`src/rtl/hd_sched_pkg.sv`:
```
`default_nettype none
// ============================================================================
// Module      : hd_sched_pkg
// Description : Shared types, constants and the round-robin pick function
//               for the hd_kernel_sched block.
// Revision    : 1.0 - initial release
// ============================================================================
package hd_sched_pkg;

    // Scheduler FSM encoding
    typedef enum logic [1:0] {
        ST_IDLE = 2'd0,
        ST_EVAL = 2'd1,
        ST_HOLD = 2'd2
    } state_t;

    // Smallest legal evaluation window (cycles k_x is held before sampling)
    localparam int C_KLAT_MIN = 1;

    // The pick function works on the widest supported requester vector;
    // callers zero-extend their narrower vectors.
    localparam int C_MAX_REQ = 16;
    localparam int C_MAX_IDW = 4;

    typedef struct packed {
        logic                 found;
        logic [C_MAX_IDW-1:0] idx;
        logic [C_MAX_REQ-1:0] onehot;
    } rr_pick_t;

    // First asserted bit of valid at or after ptr, wrapping at nreq.
    function automatic rr_pick_t rr_pick(
        input logic [C_MAX_REQ-1:0] valid,
        input logic [C_MAX_IDW-1:0] ptr,
        input int                   nreq
    );
        rr_pick_t             res;
        int                   cand;
        logic [C_MAX_IDW-1:0] sel;
        res = '0;
        for (int k = 0; k < C_MAX_REQ; k++) begin
            cand = int'(ptr) + k;
            if (cand >= nreq) begin
                cand = cand - nreq;
            end
            sel = cand[C_MAX_IDW-1:0];
            if ((k < nreq) && !res.found && valid[sel]) begin
                res.found       = 1'b1;
                res.idx         = sel;
                res.onehot[sel] = 1'b1;
            end
        end
        return res;
    endfunction

endpackage
`default_nettype wire

```
`src/rtl/hd_kernel_sched_arb.sv`:
```
`default_nettype none
// ============================================================================
// Module      : hd_rr_arbiter
// Description : Combinational round-robin pick over NREQ requesters with a
//               registered search pointer advanced past each winner.
// Ports       : clk, rst       - clock, synchronous active-high reset
//               valid          - per-requester request
//               enable         - an accept opportunity exists this cycle
//               grant          - one-hot grant (zero when not enabled)
//               grant_idx      - index of the winner
//               grant_any      - a grant is issued this cycle
// Revision    : 1.0 - initial release
// ============================================================================
module hd_rr_arbiter
    import hd_sched_pkg::*;
#(
    parameter int NREQ = 4,
    parameter int IDW  = $clog2(NREQ)
) (
    input  logic            clk,
    input  logic            rst,
    input  logic [NREQ-1:0] valid,
    input  logic            enable,
    output logic [NREQ-1:0] grant,
    output logic [IDW-1:0]  grant_idx,
    output logic            grant_any
);

    logic [IDW-1:0]       r_ptr;
    logic [IDW-1:0]       w_ptr_next;
    logic [C_MAX_REQ-1:0] w_valid_pad;
    logic [C_MAX_IDW-1:0] w_ptr_pad;
    rr_pick_t             w_pick;
    logic                 w_unused_pick;

    assign w_valid_pad = C_MAX_REQ'(valid);
    assign w_ptr_pad   = C_MAX_IDW'(r_ptr);
    assign w_pick      = rr_pick(w_valid_pad, w_ptr_pad, NREQ);

    // Upper pick bits are always zero for NREQ below the package maximum.
    assign w_unused_pick = ^w_pick;

    assign grant_any = enable & w_pick.found;
    assign grant     = grant_any ? w_pick.onehot[NREQ-1:0] : '0;
    assign grant_idx = w_pick.idx[IDW-1:0];

    // Explicit wrap: NREQ need not be a power of two.
    assign w_ptr_next = (w_pick.idx == C_MAX_IDW'(NREQ - 1)) ? '0
                      : w_pick.idx[IDW-1:0] + IDW'(1);

    always_ff @(posedge clk) begin
        if (rst) begin
            r_ptr <= '0;
        end else if (grant_any) begin
            r_ptr <= w_ptr_next;
        end
    end

endmodule
`default_nettype wire

```
`src/rtl/hd_kernel_sched.sv`:
```
`default_nettype none
// ============================================================================
// Module      : hd_kernel_sched
// Description : Round-robin scheduler sharing one combinational kernel among
//               NREQ requesters. Accepts one operand, holds it on k_x for
//               KLAT cycles, samples k_y and returns it tagged with the
//               requester index.
// Ports       : clk, rst              - clock, synchronous active-high reset
//               req_valid/req_data    - requester operands (i at [i*W +: W])
//               req_ready             - one-hot accept
//               k_x / k_y             - kernel operand out / result in
//               rsp_valid/rsp_data/rsp_id/rsp_ready - response handshake
//               busy                  - scheduler not idle
// Revision    : 1.0 - initial release
// ============================================================================
module hd_kernel_sched
    import hd_sched_pkg::*;
#(
    parameter int NREQ = 4,
    parameter int W    = 32,
    parameter int KLAT = 2,
    parameter int IDW  = $clog2(NREQ)
) (
    input  logic              clk,
    input  logic              rst,
    input  logic [NREQ-1:0]   req_valid,
    input  logic [NREQ*W-1:0] req_data,
    output logic [NREQ-1:0]   req_ready,
    output logic [W-1:0]      k_x,
    input  logic [W-1:0]      k_y,
    output logic              rsp_valid,
    output logic [W-1:0]      rsp_data,
    output logic [IDW-1:0]    rsp_id,
    input  logic              rsp_ready,
    output logic              busy
);

    localparam int C_CW = (KLAT > 1) ? $clog2(KLAT) : 1;

    generate
        if (KLAT < C_KLAT_MIN) begin : g_klat_check
            $error("hd_kernel_sched: KLAT must be at least 1");
        end
    endgenerate

    state_t          r_state;
    state_t          w_state_next;
    logic [C_CW-1:0] r_cnt;
    logic [IDW-1:0]  r_id;
    logic            w_cnt_zero;
    logic            w_accept_opp;
    logic            w_take;
    logic [IDW-1:0]  w_grant_idx;

    assign w_cnt_zero = (r_cnt == '0);

    // Reset blocks any grant so no operand is consumed in a reset cycle.
    assign w_accept_opp = !rst && ((r_state == ST_IDLE) ||
                                   ((r_state == ST_HOLD) && rsp_ready));

    hd_rr_arbiter #(
        .NREQ (NREQ),
        .IDW  (IDW)
    ) u_arb (
        .clk       (clk),
        .rst       (rst),
        .valid     (req_valid),
        .enable    (w_accept_opp),
        .grant     (req_ready),
        .grant_idx (w_grant_idx),
        .grant_any (w_take)
    );

    assign busy = (r_state != ST_IDLE);

    always_comb begin
        w_state_next = r_state;
        case (r_state)
            ST_IDLE: if (w_take)     w_state_next = ST_EVAL;
            ST_EVAL: if (w_cnt_zero) w_state_next = ST_HOLD;
            ST_HOLD: if (rsp_ready)  w_state_next = w_take ? ST_EVAL : ST_IDLE;
            default:                 w_state_next = ST_IDLE;
        endcase
    end

    always_ff @(posedge clk) begin
        if (rst) begin
            r_state   <= ST_IDLE;
            r_cnt     <= '0;
            r_id      <= '0;
            k_x       <= '0;
            rsp_valid <= 1'b0;
            rsp_data  <= '0;
            rsp_id    <= '0;
        end else begin
            r_state <= w_state_next;

            // k_x only moves on accept, so the kernel sees a stable operand
            // for the whole EVAL window and while the result waits in HOLD.
            if (w_take) begin
                k_x   <= req_data[int'(w_grant_idx)*W +: W];
                r_id  <= w_grant_idx;
                r_cnt <= C_CW'(KLAT - 1);
            end else if ((r_state == ST_EVAL) && !w_cnt_zero) begin
                r_cnt <= r_cnt - C_CW'(1);
            end

            if ((r_state == ST_EVAL) && w_cnt_zero) begin
                rsp_valid <= 1'b1;
                rsp_data  <= k_y;
                rsp_id    <= r_id;
            end else if ((r_state == ST_HOLD) && rsp_ready) begin
                rsp_valid <= 1'b0;
            end
        end
    end

endmodule
`default_nettype wire

```
`config.mk`:
```
export PLATFORM = sky130hd
export DESIGN_NAME = hd_kernel_sched
export DESIGN_NICKNAME = d
export VERILOG_FILES = /design/src/rtl/hd_sched_pkg.sv /design/src/rtl/hd_kernel_sched_arb.sv /design/src/rtl/hd_kernel_sched.sv
export SDC_FILE = /design/constraint.sdc
export NUM_CORES = 1
export LEC_CHECK = 0
export CORE_ASPECT_RATIO = 0.9
export CORE_MARGIN = 2
export CORE_UTILIZATION = 34
export CTS_CLUSTER_DIAMETER = 50
export DETAILED_ROUTE_END_ITERATION = 12
export HOLD_SLACK_MARGIN = 0.02
export PLACE_DENSITY = 0.73
export SYNTH_ARGS = -nofsm -noshare
export SYNTH_HDL_FRONTEND = slang
export SYNTH_HIERARCHICAL = 1
export SYNTH_SLANG_ARGS = --single-unit
```
`constraint.sdc`:
```
create_clock -name clk -period 3.3 [get_ports clk]
set_input_delay 0.33 -clock clk [delete_from_list [all_inputs] [get_ports clk]]
set_output_delay 0.33 -clock clk [all_outputs]
set_load 0.1 [all_outputs]
```
==> impl_metrics.tcl <==
set metrics [dict create \
    dp_cells 773 \
    antenna_found_initial 0 \
    ant_nets 0 \
    worst_pin_slew_ns 1.14 \
    numCtsBuffers 9 \
    nNetsFinal 804 \
    worst_ep_required_time_ns 2.97 \
    synth_edf_count 0 \
    h-tree-depth 3 \
    status "finished, final reports clean" \
    yosysTopAreaCellShare_pct 36.8 \
    dr.pass1.iters 4 \
    synth.area.top_cells "dfxtp_1, mux4_2, mux2i_1, nand2_1, a21oi_1" \
    routedWlPerCell_um 15.8 \
    grt_start_max_net_pins 75 \
    cts_root_buffer "clkbuf_16" \
    critPathBufInv 3 \
    die_w_um 119 \
    post-cts-setup-buffers 0 \
    arrival_ns 2.71 \
    ys_types 41 \
    critPathSlowestCell "nor4_1" \
    cts_sinks 74 \
    syn_nets 571 \
    crit_chain "buf_4 -> ha_1 -> nor2b_1 -> nor3_2 -> nor4_1 -> buf_4 -> a22oi_1 -> a21oi_2 -> buf_12" \
    gp_congestion 0.912 \
    vias 3946 \
    cts_tree "built" \
    grt_pass1_wl_mm 19.9 \
    ir_drop_v 0.000469 \
    power_density_nw_per_um2 865 \
    worst_setup_path_start_kind "flip-flop" \
    dieArea_um2 12700 \
    diodes 0 \
    fmax_mhz 329 \
    drc_errors 0 \
    grt-ovfl-total 0 \
    yosysWarnings 6 \
    final_cells 789 \
    clk_path_buf_depth 2 \
    fp-row-count 37 \
    slew_violations 0 \
    cts_resized 0 \
    end_kind "primary output" \
    via_per_inst 5.00 \
    yosysMostFrequentCell "dfxtp_1" \
    clk_pin_slew_worst_paths_ns 0.06 \
    critical_path_class "reg -> out" \
    place_hpwl_mm 9.69 \
    finalSetupTns_ns 0 \
    worstPathMaxFanout 7 \
    cap_violations 0 \
    ys_seq_elements 74 \
    synth_flop_cell "dfxtp_1" \
    period_share_pct 92.2 \
    crit_path_frequent_cell "buf_4" \
    first_global_vias 4068 \
    finalClockSkew_ns 0.00929 \
    slew_headroom_pct 23.7 \
    postSynthAreaPerCell_um2 10.2 \
    area_growth_pct 71.9 \
    clk_latency_ns 0.32 \
    leakage_nw 2.53 \
    synth_area_leader_cell "dfxtp_1" \
    wirelength_mm 12.5 \
    setup_violations 0 \
    worstHoldPathType "reg -> reg" \
    grt_usage_pct 19.5 \
    port_buffers 238 \
    synth_common_cells "dfxtp_1, nand2_1, a21oi_1" \
    synth_area_um2 4020 \
    die_h_um 107 \
    slowest_delay_ns 0.47 \
    hold_viol_final 0 \
    cp_top_family "simple AND/OR/NAND/NOR gates" \
    cts.hold.buffers_added 0 \
    rsz0062_at_grt "no" \
    min_period_ns 3.04 \
    syn_inst 395 \
    io_pins 239 \
    dr.first_iter.drc_count 283 \
    ys_seq_area_share_pct 36.8 \
    async_reset_ff_share_pct 0 \
    core-area_um2 11500 \
    start_util_pct 35.0 \
    drive_above_1_share_pct 12.8 \
]
-- placed cells by master (no fill, tap or decap), types with 3 or more instances in the layout --
cell / count
nor2b_1: 4
or3_1: 3
nand2_1: 72
buf_12: 8
nor3_1: 4
mux4_2: 30
a22oi_1: 4
nand4_1: 4
mux2i_1: 37
a21oi_2: 5
a21o_1: 4
o21ai_0: 7
buf_4: 12
inv_1: 6
mux4_1: 5
ha_1: 9
nor2_1: 36
a21oi_1: 38
clkdlybuf4s50_1: 232
dfxtp_1: 74
clkbuf_16: 9
-- logic make-up (layout without fill, tap and decap cells) --
family | after synthesis | count (layout) | share of synthesized area [%]
simple gates | 133 | 133 | 14.4
fa+ha+maj | 9 | 9 | 2.80
mux | 73 | 73 | 29.6
compound gates | 68 | 68 | 10.2
flops | 74 | 74 | 36.8
buf+inv | 38 | 276 | 6.16
-- through the flow --
step	cell area [µm²]	power, mW	worst slack [ns]	hold slack [ns]	utilization [%]
3_3_place_gp	6600	4.97	0.275	0.443	57.5
3_5_place_dp	6600	5.01	0.229	0.447	57.5
4_1_cts	6910	6.05	0.285	0.454	60.2
6_report	6910	5.98	0.256	0.453	60.2
2_1_floorplan	4040	4.13	0.0593	0.402	-
5_1_grt	6910	6.27	0.0938	0.473	60.2
-- path summary, 6_finish.rpt --
| kind | startpoint | end | slack, ns | cells past startpoint |
|---|---|---|---|---|
| setup reg to reg | u_arb/r_ptr[1] | k_x[2] | 0.30 | 11 |
| setup / recovery | u_arb/r_ptr[1] | req_ready[2] | 0.26 | 9 |
| hold reg to reg | rsp_data[21] | rsp_data[21] | 0.45 | 2 |
| hold / removal | rsp_data[21] | rsp_data[21] | 0.45 | 2 |
-- metal layers --
| layer | wire length (µm) | track usage (%) |
|---|---|---|
| met3 | 965 | 6.22 |
| met1 | 4870 | 21.8 |
| met4 | 173 | 4.76 |
| met2 | 6480 | 36.0 |
| met5 | 0 | 0 |
-- state kept, by name (all words and copies together) (netlist names) --
register / flops
k_x: 32
r_cnt: 1
r_id: 2
r_state: 2
rsp_data: 32
rsp_id: 2
rsp_valid: 1
u_arb/r_ptr: 2
-- cell type report --
| type | count | area [µm²] |
|---|---|---|
| multi-input cells | 283 | 2320 |
| fillers | 1005 | 4570 |
| inverters | 7 | 26.3 |
| repair buffers | 253 | 2580 |
| well taps | 156 | 195 |
| flip-flops and latches | 74 | 1480 |
| clock buffers | 10 | 239 |
| clock inverters | 6 | 73.8 |
-- tightest hold or removal path: stages, from the launching register on --
cell     delay [ns]
dfxtp_1        0.31
nand2_1        0.05
a21oi_1        0.05
-- report_power, final --
part           switching, mW  total [mW]  internal [mW]
Combinational           2.30        3.78           1.47
Sequential             0.116        1.20           1.08
Clock                  0.391        1.01          0.615
(Power assumes the default switching activity.)
